==> src/rtl/mission_pkg.sv <==
// Shared types and defaults for the mission sequencer: FSM state encoding,
// leg-count width and the default phase lengths.
package mission_pkg;

  localparam int GAP_CYC_DEF     = 10;
  localparam int TIMEOUT_CYC_DEF = 1000;
  localparam int LEG_W           = 4;

  typedef logic [LEG_W-1:0] leg_t;

  typedef enum logic [2:0] {
    ST_IDLE,
    ST_TRACK,
    ST_GAP_U,
    ST_UTURN,
    ST_GAP_T,
    ST_DONE,
    ST_FAULT
  } state_t;

  function automatic logic is_busy(input state_t s);
    return s inside {ST_TRACK, ST_GAP_U, ST_UTURN, ST_GAP_T};
  endfunction

  function automatic logic is_gap(input state_t s);
    return s inside {ST_GAP_U, ST_GAP_T};
  endfunction

endpackage

==> src/rtl/mission_sequencer_if.sv <==
// Control/status bundle between a mission supervisor (master) and the
// sequencer (slave); Core handshakes ride in the same bundle.
interface mission_sequencer_if;
  import mission_pkg::*;

  logic start;
  logic abort;
  logic clear;
  leg_t leg_target;
  logic end_of_track;
  logic uturn_finished;
  logic en_tracking;
  logic en_uturn;
  leg_t legs_done;
  logic busy;
  logic done;
  logic fault;

  modport master (
    output start, abort, clear, leg_target, end_of_track, uturn_finished,
    input  en_tracking, en_uturn, legs_done, busy, done, fault
  );

  modport slave (
    input  start, abort, clear, leg_target, end_of_track, uturn_finished,
    output en_tracking, en_uturn, legs_done, busy, done, fault
  );

endinterface

==> src/rtl/phase_timer.sv <==
// Saturating phase timer with synchronous clear and a terminal-count flag that
// is high during the limit-th counted cycle of a phase.
module phase_timer #(
  parameter int TW = 16
) (
  input  logic          clk,
  input  logic          rst,
  input  logic          clr,
  input  logic          en,
  input  logic [TW-1:0] limit,
  output logic          tc
);

  localparam logic [TW-1:0] CNT_MAX = '1;

  logic [TW-1:0] count_q, count_d;
  logic [TW:0]   count_p1;

  // NOTE: every signal written here gets its default first, so no latch is inferred.
  always_comb begin
    count_d = count_q;
    if (clr) begin
      count_d = '0;
    end else if (en && (count_q != CNT_MAX)) begin
      count_d = count_q + 1'b1;
    end
  end

  // Compare one ahead so tc marks the last cycle of a limit-long phase.
  assign count_p1 = {1'b0, count_q} + 1'b1;
  assign tc       = (count_p1 >= {1'b0, limit});

  // NOTE: sequential state is updated with non-blocking assignments only.
  always_ff @(posedge clk or negedge rst) begin
    if (!rst) begin
      count_q <= '0;
    end else begin
      count_q <= count_d;
    end
  end

endmodule

==> src/rtl/mission_sequencer.sv <==
// Mission sequencer: alternates Core tracking legs and u-turns separated by
// all-disabled gaps, with per-phase timeout, abort and registered Moore outputs.
module mission_sequencer
  import mission_pkg::*;
#(
  parameter int GAP_CYC     = GAP_CYC_DEF,
  parameter int TIMEOUT_CYC = TIMEOUT_CYC_DEF,
  parameter int TW          = 16
) (
  input logic                clk,
  input logic                rst,
  mission_sequencer_if.slave bus
);

  localparam logic [TW-1:0] GAP_LIM     = TW'(GAP_CYC);
  localparam logic [TW-1:0] TIMEOUT_LIM = TW'(TIMEOUT_CYC);
  localparam leg_t          LEG_MAX     = '1;

  state_t state_q, state_d;
  leg_t   target_q, target_d;
  leg_t   legs_q, legs_d, legs_inc;

  logic en_tracking_q, en_tracking_d;
  logic en_uturn_q, en_uturn_d;
  logic busy_q, busy_d;
  logic done_q, done_d;
  logic fault_q, fault_d;

  logic          timer_clr, timer_en, timer_tc;
  logic [TW-1:0] timer_limit;

  assign legs_inc = (legs_q == LEG_MAX) ? legs_q : legs_q + 1'b1;

  always_comb begin
    state_d  = state_q;
    target_d = target_q;
    legs_d   = legs_q;

    unique case (state_q)
      ST_IDLE: begin
        if (bus.start && (bus.leg_target != '0)) begin
          target_d = bus.leg_target;
          legs_d   = '0;
          state_d  = ST_TRACK;
        end
      end
      ST_TRACK: begin
        // Completion is checked before timeout so it wins a same-cycle tie.
        if (bus.end_of_track) begin
          legs_d  = legs_inc;
          state_d = (legs_inc == target_q) ? ST_DONE : ST_GAP_U;
        end else if (timer_tc) begin
          state_d = ST_FAULT;
        end
      end
      ST_GAP_U: if (timer_tc) state_d = ST_UTURN;
      ST_UTURN: begin
        if (bus.uturn_finished) begin
          state_d = ST_GAP_T;
        end else if (timer_tc) begin
          state_d = ST_FAULT;
        end
      end
      ST_GAP_T: if (timer_tc) state_d = ST_TRACK;
      ST_DONE, ST_FAULT: if (bus.clear) state_d = ST_IDLE;
      default: state_d = ST_IDLE;
    endcase

    // Abort overrides everything, including a same-cycle leg completion.
    if (bus.abort) begin
      state_d  = ST_IDLE;
      target_d = target_q;
      legs_d   = legs_q;
    end
  end

  always_comb begin
    timer_clr   = (state_d != state_q);
    timer_en    = is_busy(state_q);
    timer_limit = is_gap(state_q) ? GAP_LIM : TIMEOUT_LIM;
  end

  phase_timer #(.TW(TW)) u_phase_timer (
    .clk   (clk),
    .rst   (rst),
    .clr   (timer_clr),
    .en    (timer_en),
    .limit (timer_limit),
    .tc    (timer_tc)
  );

  // Outputs are decoded from the next state and registered, so they track state_q.
  always_comb begin
    en_tracking_d = (state_d == ST_TRACK);
    en_uturn_d    = (state_d == ST_UTURN);
    busy_d        = is_busy(state_d);
    done_d        = (state_d == ST_DONE);
    fault_d       = (state_d == ST_FAULT);
  end

  always_ff @(posedge clk or negedge rst) begin
    if (!rst) begin
      state_q       <= ST_IDLE;
      target_q      <= '0;
      legs_q        <= '0;
      en_tracking_q <= 1'b0;
      en_uturn_q    <= 1'b0;
      busy_q        <= 1'b0;
      done_q        <= 1'b0;
      fault_q       <= 1'b0;
    end else begin
      state_q       <= state_d;
      target_q      <= target_d;
      legs_q        <= legs_d;
      en_tracking_q <= en_tracking_d;
      en_uturn_q    <= en_uturn_d;
      busy_q        <= busy_d;
      done_q        <= done_d;
      fault_q       <= fault_d;
    end
  end

  assign bus.en_tracking = en_tracking_q;
  assign bus.en_uturn    = en_uturn_q;
  assign bus.legs_done   = legs_q;
  assign bus.busy        = busy_q;
  assign bus.done        = done_q;
  assign bus.fault       = fault_q;

endmodule

==> src/flat_wrapper.sv <==
// flat-port wrapper written by rule: the top's interface ports become plain ports
module mission_sequencer_flat import mission_pkg::*;
#(
  parameter int GAP_CYC     = GAP_CYC_DEF,
  parameter int TIMEOUT_CYC = TIMEOUT_CYC_DEF,
  parameter int TW          = 16
)
  (clk, rst, bus_start, bus_abort, bus_clear, bus_leg_target, bus_end_of_track, bus_uturn_finished, bus_en_tracking, bus_en_uturn, bus_legs_done, bus_busy, bus_done, bus_fault);
  mission_sequencer_if bus_i ();
  input logic clk;
  input logic rst;
  input wire logic [$bits(bus_i.start)-1:0] bus_start;
  input wire logic [$bits(bus_i.abort)-1:0] bus_abort;
  input wire logic [$bits(bus_i.clear)-1:0] bus_clear;
  input wire logic [$bits(bus_i.leg_target)-1:0] bus_leg_target;
  input wire logic [$bits(bus_i.end_of_track)-1:0] bus_end_of_track;
  input wire logic [$bits(bus_i.uturn_finished)-1:0] bus_uturn_finished;
  output wire logic [$bits(bus_i.en_tracking)-1:0] bus_en_tracking;
  output wire logic [$bits(bus_i.en_uturn)-1:0] bus_en_uturn;
  output wire logic [$bits(bus_i.legs_done)-1:0] bus_legs_done;
  output wire logic [$bits(bus_i.busy)-1:0] bus_busy;
  output wire logic [$bits(bus_i.done)-1:0] bus_done;
  output wire logic [$bits(bus_i.fault)-1:0] bus_fault;
  assign bus_i.start = bus_start;
  assign bus_i.abort = bus_abort;
  assign bus_i.clear = bus_clear;
  assign bus_i.leg_target = bus_leg_target;
  assign bus_i.end_of_track = bus_end_of_track;
  assign bus_i.uturn_finished = bus_uturn_finished;
  assign bus_en_tracking = bus_i.en_tracking;
  assign bus_en_uturn = bus_i.en_uturn;
  assign bus_legs_done = bus_i.legs_done;
  assign bus_busy = bus_i.busy;
  assign bus_done = bus_i.done;
  assign bus_fault = bus_i.fault;
  mission_sequencer #(.GAP_CYC(GAP_CYC), .TIMEOUT_CYC(TIMEOUT_CYC), .TW(TW)) u_core (.clk(clk), .rst(rst), .bus(bus_i));
endmodule
==> config.mk <==
export PLATFORM = sky130hd
export DESIGN_NAME = mission_sequencer_flat
export DESIGN_NICKNAME = d
export VERILOG_FILES = /design/src/rtl/mission_pkg.sv /design/src/rtl/mission_sequencer_if.sv /design/src/rtl/phase_timer.sv /design/src/rtl/mission_sequencer.sv /design/src/flat_wrapper.sv
export SDC_FILE = /design/constraint.sdc
export NUM_CORES = 1
export LEC_CHECK = 0
export ABC_AREA = 1
export BUFFER_PORTS_ARGS = -buffer_cell sky130_fd_sc_hd__buf_2
export CORE_MARGIN = 1.5
export CORE_UTILIZATION = 40
export CTS_CLUSTER_DIAMETER = 120
export CTS_CLUSTER_SIZE = 24
export DETAILED_ROUTE_END_ITERATION = 6
export SYNTH_ARGS = -nofsm -noshare
export SYNTH_HDL_FRONTEND = slang
export SYNTH_SLANG_ARGS = --single-unit
==> constraint.sdc <==
create_clock -name clk -period 3.1 [get_ports clk]
set_input_delay 0.31 -clock clk [delete_from_list [all_inputs] [get_ports clk]]
set_output_delay 0.31 -clock clk [all_outputs]
set_load 0.05 [all_outputs]
==> run metrics, run 1 <==
vias in the first global route about 2200; first-pass GRT wire length between 9000 and 10000 µm; sequential area share after synthesis 0.315; Setup Skew roughly 10 ps; Starting Density 0.422; Static Leak approximately 0.0016 µW; max_cap viols 0; Total GRT Usage 0.189; Die Wd 82.7 µm; Reg clk slew, reported paths approximately 80 ps; row cnt 28; layout cells sized above 1 0.279; DR pass1 iterations 5; Antenna Cells 0; Worst Hold Class in2async; Core Util, Final 0.505; Register Area ~800 µm²; cts bufs inserted 5; dpl cell area ~2800 µm²; Die Span Y between 80 and 90 µm; Post-synth top flop dfrtp_1; worst vdd ir ~0.46 mV; nets@finish between 400 and 500; top-area cell type share of the netlist area 0.315; final hold violation count 0; largest net degree at the start of global routing 33; synthesized cell area 2540 µm²; H-Tree Depth 2; DRC viols 0; TritonCTS clock tree done; P&R area growth vs syn 19.8%; share of synthesized registers carrying an async set or reset 1.00; area of the multi-input gates 1610 µm²; max-slew violations 0; crit end category flip-flop; synth warn 0; Max Clk Rate 0.347 GHz; CP arrival ~3100 ps; Min Hold Slack 78.3 ps; port bufs 19; status completed; Via-to-Cell Ratio just under 5; flops & latches, synth 32; vias about 2300; clk sinks 32; average wire per standard cell 12.0 µm; Finished Cell Area just over 3000 µm²; Startpoint Class flip-flop; FF-to-FF Start u_core.u_phase_timer.count_q[1]; Final GP Congestion approximately 0.83; initial detailed-routing violation count 105; GRT overflow 0; Setup WS pre-CTS 22.0 ps; clock latency on the worst-skew pair between 200 and 300 ps; CTS Root Buffer Type clkbuf_8; post-synth top area cell dfrtp_1; syn_nets ~370; WP data required 3310 ps; Mean Syn Cell Area 7.18 µm²; Core ar. approximately 6000 µm²; Post-synth EDFFs 0; Final HPWL DP between 4000 and 5000 µm; Rel. slew slack 0.511; Post-DRT Antenna Nets 0; io pins 20; Final min period 2880 ps; initial antenna violation count 0; most common library cells after synthesis nand2_1 (93), inv_1 (48), nor2_1 (41), dfrtp_1 (32), nand3_1 (22); count leader, synth nand2_1; count of cell types in the netlist 29; Fillers about 600; Die ar. between 6000 and 7000 µm²; cells taking the most area after synthesis dfrtp_1 (31%), nand2_1 (14%), nor2_4 (7.5%); fin worst setup slack approximately 220 ps; critical setup path kind reg2reg; WL final 5640 µm; worst-path maximum fanout 5; CP startpoint u_core.u_phase_timer.count_q[1]; Syn Inst Count around 350; worst slew pin tran 733 ps; # setup viols final 0; Hold Buf Count CTS 0; Final period util 0.929; Pwr Density roughly 860 nW/µm²; Power, Total 2610 µW; clock buffer depth 2
through the flow:
step,std cells,setup TNS (ps)
3_5_place_dp,458,0
5_1_grt,469,-103
2_1_floorplan,354,0
3_3_place_gp,458,0
6_report,469,0
4_1_cts,466,0
cell type report:
| cell class | count | share of cell area |
|---|---|---|
| repair buffers | 36 | 0.0813 |
| multi-input cells | 266 | 0.529 |
| well taps | 75 | 0.0308 |
| flip-flops and latches | 32 | 0.264 |
| clock buffers | 6 | 0.0271 |
| clock inverters | 2 | 0.00329 |
| inverters | 52 | 0.0641 |
worst paths after layout:
| check | depth (start not counted) | slack, ps | endpoint |
|---|---|---|---|
| worst max-delay path | 24 | 220 | u_core.u_phase_timer.count_q[11] |
| worst min-delay path | 1 | 80 | u_core.u_phase_timer.count_q[9] |
| worst max register to register | 24 | 220 | u_core.u_phase_timer.count_q[11] |
| worst min register to register | 1 | 530 | u_core.target_q[0] |
| max in group asynchronous | 1 | 2510 | u_core.u_phase_timer.count_q[3] |
| min in group clk | 2 | 270 | u_core.target_q[0] |
placed cells by master, fill, tap and decap left out, types with 5 or more instances in the layout:
cell type / synthesis / routed
nand2_1: 93 / 90
inv_1: 48 / 46
nor2_1: 41 / 37
dfrtp_1: 32 / 29
nand3_1: 22 / 21
buf_2: 0 / 19
nor2_4: 17 / 18
o21ai_0: 18 / 17
buf_4: 0 / 15
nand2_2: 11 / 13
nand4_1: 13 / 13
nor2_2: 5 / 8
a21oi_1: 6 / 6
ha_1: 8 / 6
clkbuf_8: 0 / 6
inv_2: 3 / 5
xor2_1: 8 / 5
kinds of logic after synthesis:
| group | count (synthesis) | share of synthesized area |
|---|---|---|
| simple gates | 214 | 0.432 |
| mux | 6 | 0.0251 |
| buf+inv | 56 | 0.0891 |
| compound gates | 30 | 0.0723 |
| xor+xnor | 8 | 0.0276 |
| flops | 32 | 0.315 |
| fa+ha+maj | 8 | 0.0394 |
sequential cells by signal, indices dropped and copies added (netlist names):
name	count
u_core.bus.en_tracking	1
u_core.bus.done	1
u_core.target_q	4
u_core.state_q	3
u_core.bus.en_uturn	1
u_core.u_phase_timer.count_q	16
u_core.bus.fault	1
u_core.bus.busy	1
u_core.bus.legs_done	4
worst max-delay path, cell delays in order, from the launching register on:
cell and delay, ps:
dfrtp_1 370, ha_2 220, nand2_4 70, nor2_4 120, nand2_2 80, xor2_2 180, inv_2 60, ha_4 240
a21o_1 150, nor2_1 90, nand2_1 60, inv_1 60, nand3_2 60, nand2_2 130, inv_1 70, nor2_2 90
nor2_2 50, nor2_4 110, nand2_4 70, nand2_4 60, nand2_2 50, nand2_2 70, nand3_4 110, buf_4 160
nor2_1 80
routing by layer:
metal  vias up  track usage  part of all wire
met3         5       0.0374             0.024
li1       1195            -                 -
met5         -            0                 0
met4         0       0.0483            0.0078
met2        33        0.308              0.48
met1      1048        0.255              0.49
power breakdown:
group,internal (µW),total (µW),switching (µW)
Sequential,533,635,102
Clock,177,343,166
Combinational,626,1640,1010
repair_timing:
item | CTS | global route
setup endpoints to repair | 5 | 19
hold endpoints to repair | 0 | 0
pin swaps | 0 | 9
resized for setup | 1 | 23
buffers inserted | 0 | 3
(Power assumes the default switching activity.)
==> inputs of run 2 (changes only) <==
ABC_AREA = 0   (was 1)
==> run 2 against run 1 <==
Compared with the run above: the flow now finishes with violations (setup timing); global-route usage rose by 1.0 points; critical path type unchanged; final area hardly changed; via count down 4.9%; synthesized cell count decreased by 22%; clock skew shrank 4.4 ps.
==> run metrics, run 2 <==
count of cell types in the netlist 54; Final HPWL DP ~4000 µm; Starting Density 0.423; vias about 2200; worst-path maximum fanout 8; worst slew pin tran 728 ps; # setup viols final 10; post-synth top area cell dfrtp_1; largest net degree at the start of global routing 33; crit end category flip-flop; cts bufs inserted 5; Post-synth EDFFs 0; DR pass1 iterations 4; cells taking the most area after synthesis dfrtp_1 (34%), xor2_1 (5.9%), nor2_1 (4.9%); Final period util 1.01; synthesized cell area between 2000 and 2500 µm²; CP max stage cell dfrtp_1; worst vdd ir 0.274 mV; Syn Inst Count around 280; status finished, violations left; Pwr Density around 490 nW/µm²; H-Tree Depth 2; Core ar. roughly 5600 µm²; nets@finish between 300 and 400; commonest non-fill, non-tap cell in the layout dfrtp_1; max-slew violations 0; Via-to-Cell Ratio between 5 and 6; Post-DRT Antenna Nets 0; Reg clk slew, reported paths ~60 ps; fin worst setup slack -19.1 ps; clk sinks 32; DRC viols 0; CTS Root Buffer Type clkbuf_8; Worst Hold Class in2async; most common library cells after synthesis dfrtp_1 (32), nor2_1 (31), nand2_1 (30), a21oi_1 (16), xor2_1 (16); initial antenna violation count 0; row cnt 27; vias in the first global route 2035; CP Cell Sequence ha_2 > and3_4 > and3_4 > nand3_4 > xnor2_2 > ha_1 > nand2_2 > a211oi_2 > a221o_1 > a211oi_4 > nand3b_4 > o211ai_1 > nand4_4 > clkbuf_16 > nor2_2; Crit path largest cell delay ~360 ps; Post-synth top flop dfrtp_1; Static Leak approximately 0.0013 µW; WL final 5900 µm; Mean Syn Cell Area ~8.6 µm²; io pins 20; share of synthesized registers carrying an async set or reset 1.00; Die ar. between 6000 and 7000 µm²; Max Clk Rate approximately 0.32 GHz; P&R area growth vs syn 28.4%; failing checks setup timing; most frequent cells in the layout dfrtp_1 (32), nand2_1 (29), buf_4 (21), buf_2 (19), xor2_1 (16); Startpoint Class flip-flop; max_cap viols 0; Fillers between 500 and 600; layout cells sized above 1 0.297; Core Util, Final 0.543; initial detailed-routing violation count 99; clock latency on the worst-skew pair approximately 280 ps; clock buffer depth 2; sequential area share after synthesis 0.338; TritonCTS clock tree done; synth warn 0; Rel. slew slack 0.515; Total GRT Usage 0.199; Finished Cell Area ~3000 µm²; Setup Skew 5.39 ps; first-pass GRT wire length about 9800 µm; Top reg by flops u_core.u_phase_timer.count_q; average wire per standard cell ~15 µm; Antenna Cells 0; dpl cell area between 2000 and 3000 µm²; cell mode on critical path and3_4; Die Wd between 80 and 90 µm; Final GP Congestion ~0.89; RSZ-0062 raised after global routing yes; max FFs per register 16; WP data required 3320 ps; count leader, synth dfrtp_1; final hold violation count 0; Die Span Y 80.0 µm; port bufs 19; GRT overflow 0; CP arrival ~3300 ps; Final min period around 3100 ps; Top delay family on crit path simple AND/OR/NAND/NOR gates; critical setup path kind reg2reg; Buf+Inv Stages, Crit Path 1; flops & latches, synth 32; syn_nets roughly 300; top-area cell type share of the netlist area 0.338
==> run 2: changes by cell type in the layout (fill, tap and decap cells not counted), moves of 10 or more <==
cell     delta
inv_1      -39
nand2_1    -61
nand2_2    -12
nand4_1    -10
nor2_1     -22
o21ai_0    -10
xnor2_1    +12
xor2_1     +11
==> run 2: kinds of logic after synthesis <==
| group | count (synthesis) | share of synthesized area |
|---|---|---|
| fa+ha+maj | 8 | 0.0422 |
| compound gates | 58 | 0.169 |
| buf+inv | 20 | 0.0369 |
| flops | 32 | 0.338 |
| simple gates | 122 | 0.270 |
| xor+xnor | 29 | 0.107 |
| mux | 8 | 0.0374 |
==> run 2: power by group <==
group          switching, µW  internal (µW)
clock network            149            198
logic                    396            256
registers               42.1            464
total                    587            918
==> run 2: path summary, 6_finish.rpt <==
kind,startpoint,end,slack (ps),cells past startpoint
setup / recovery,u_core.u_phase_timer.count_q[0],u_core.u_phase_timer.count_q[2],-20,15
hold / removal,rst,u_core.state_q[2],80,1
setup reg to reg,u_core.u_phase_timer.count_q[0],u_core.u_phase_timer.count_q[2],-20,15
hold reg to reg,u_core.target_q[3],u_core.target_q[3],540,1
max in group asynchronous,rst,u_core.u_phase_timer.count_q[3],2540,1
min in group clk,bus_leg_target[2],u_core.target_q[2],270,2
==> run 2: repair_timing <==
item,CTS,global route
setup endpoints to repair,18,24
pin swaps,11,25
resized for setup,19,33
hold buffers,0,0
gates cloned,1,0
buffers inserted,2,3
==> run 2: layout make-up <==
cell class	count	area [µm²]	area share
well taps	72	90.1	0.0296
clock buffers	7	96.3	0.0316
flip-flops and latches	32	801	0.263
multi-input cells	225	1700	0.559
repair buffers	45	332	0.109
inverters	7	26.3	0.00862
==> run 2: through the flow <==
| step | hold WS (ps) | power (µW) | TNS (ps) | setup WS [ps] | instances |
|---|---|---|---|---|---|
| 6_report | 84.3 | 1500 | -70.5 | -19.1 | 388 |
| 5_1_grt | 141 | 1600 | -2490 | -170 | 388 |
| 4_1_cts | 118 | 1460 | -135 | -15.7 | 385 |
| 3_5_place_dp | 427 | 1050 | -16.4 | -15.8 | 375 |
| 3_3_place_gp | 410 | 1040 | 0 | 64.5 | 375 |
| 2_1_floorplan | 14.4 | 881 | 0 | 14.9 | 277 |
==> run 2: layer usage <==
metal / vias up / global-route usage / wire [µm]
met5: - / 0 / 0
met4: 0 / 0.0690 / 54
li1: 1076 / - / -
met1: 1023 / 0.255 / 2630
met2: 65 / 0.329 / 2940
met3: 6 / 0.0411 / 282
==> inputs of run 3 (changes only) <==
CORE_ASPECT_RATIO = 0.9   (was default)
==> run 3 against run 2 <==
Compared with the run above: the run still ends with setup timing left; largest cell class unchanged; worst hold slack better by 6.3 ps; highest routed layer unchanged; clock skew is 0.70 ps higher; routed wire length is 2.1% lower.
==> run metrics, run 3 (same netlist as run 2, synthesis figures left out) <==
Total GRT Usage 0.175; worst vdd ir 0.279 mV; CTS Root Buffer Type clkbuf_8; row cnt 26; Static Leak 0.00132 µW; H-Tree Depth 2; Fillers 526; most frequent cells in the layout dfrtp_1 (31), nand2_1 (28), buf_4 (23), nor2_1 (22), buf_2 (19); Rel. slew slack 0.504; worst-path maximum fanout 8; FF-to-FF Start u_core.u_phase_timer.count_q[1]; Post-DRT Antenna Nets 0; cts bufs inserted 5; Final HPWL DP between 3000 and 4000 µm; Worst R2R Setup Slack -90 ps; Pwr Density about 490 nW/µm²; area of the multi-input gates about 1700 µm²; metal2 WL roughly 2500 µm; average wire per standard cell approximately 15 µm; port bufs 19; initial antenna violation count 0; Final GP Congestion 0.884; DRC viols 0; DR pass1 iterations 4; Core ar. roughly 5700 µm²; Worst Hold Class in2async; Die Wd between 80 and 90 µm; Die Span Y ~76 µm; WL final 5780 µm; clock buffer depth 2; max-slew violations 0; Final period util 1.03; setup_tns -1280 ps; Setup Skew just over 6 ps; Max Clk Rate ~0.31 GHz; final hold violation count 0; Top reg by flops u_core.u_phase_timer.count_q; Starting Density 0.417; DRT met1 WL between 2000 and 3000 µm; P&R area growth vs syn 26.4%; R2R depth 15; max_cap viols 0; first-pass GRT wire length between 9000 and 10000 µm; Startpoint Class flip-flop; largest net degree at the start of global routing 33; Final min period 3190 ps; status finished, violations left; RSZ-0062 raised after global routing yes; critical setup path kind reg2reg; Hold Buf Count CTS 0; crit end category flip-flop; layout cells sized above 1 0.294; metal3 WL roughly 270 µm; Die ar. about 6400 µm²; Power, Total ~1500 µW; io pins 20; R2R Path End u_core.u_phase_timer.count_q[0]; GRT overflow 0; CP arrival 3360 ps; # setup viols final 22; Reg clk slew, reported paths ~70 ps; Register Area 802 µm²; worst slew pin tran approximately 740 ps; vias 2174; Antenna Cells 0; uppermost layer routed met4; Via-to-Cell Ratio approximately 5.6; nets@finish between 300 and 400; clk sinks 32; TritonCTS clock tree done; Min Hold Slack just over 90 ps; failing checks setup timing; WP data required between 3000 and 4000 ps; max FFs per register 16; commonest non-fill, non-tap cell in the layout dfrtp_1; clock latency on the worst-skew pair about 280 ps; fin worst setup slack -89.9 ps; initial detailed-routing violation count roughly 200; vias in the first global route roughly 1900
-- run 3: metrics by stage --
step,cells,cell area (µm²),utilization,setup WS [ps]
2_1_floorplan,277,2370,-,14.9
3_3_place_gp,375,2670,0.470,11.8
3_5_place_dp,375,2670,0.470,-26.8
4_1_cts,382,2780,0.488,-4.76
5_1_grt,386,3000,0.527,-221
6_report,386,3000,0.527,-89.9
-- run 3: report_power, final --
| group | switching (µW) | internal (µW) | total (µW) |
|---|---|---|---|
| combinational | 367 | 247 | 614 |
| sequential | 42.9 | 465 | 507 |
| clock | 149 | 198 | 346 |
-- run 3: cell type report --
class,instances,area share
sequential,32,0.268
multi-input combinational,225,0.554
tap,70,0.0292
timing repair buffer,45,0.108
clock buffer,7,0.0321
inverter,7,0.00876
-- run 3: worst max-delay path by stage --
stage,from,endpoint,slack (ps),depth (start not counted)
5_1_grt,u_core.u_phase_timer.count_q[1],u_core.u_phase_timer.count_q[10],-220,15
3_5_place_dp,u_core.u_phase_timer.count_q[1],u_core.bus.en_tracking,-30,14
6_report,u_core.u_phase_timer.count_q[1],u_core.u_phase_timer.count_q[0],-90,15
2_1_floorplan,u_core.u_phase_timer.count_q[0],u_core.u_phase_timer.count_q[8],10,15
4_1_cts,u_core.u_phase_timer.count_q[1],u_core.u_phase_timer.count_q[4],-5,15
3_3_place_gp,u_core.u_phase_timer.count_q[0],u_core.bus.en_tracking,10,14
-- run 3: layer usage --
layer	vias up	track usage
met2	59	0.242
met3	11	0.0358
met5	-	0
met4	0	0.0508
li1	1078	-
met1	1026	0.273
-- run 3: critical path, cell delays in order (launching register included) --
cell	delay [ps]
dfrtp_1	390
ha_2	190
and3_4	180
and3_4	160
buf_4	130
xor2_1	130
ha_1	310
nand3_2	90
a211oi_2	50
a221o_1	330
a211oi_4	310
nand3b_4	160
a211o_1	300
nand4_4	130
clkbuf_16	180
nor2_1	50
-- run 3: timing repair --
item | 4_1_cts | 5_1_grt
gates resized for setup | 2 | 36
cloned | 0 | 1
buffers inserted | 0 | 4
endpoints found under the setup margin | 2 | 24
pin swaps | 0 | 19
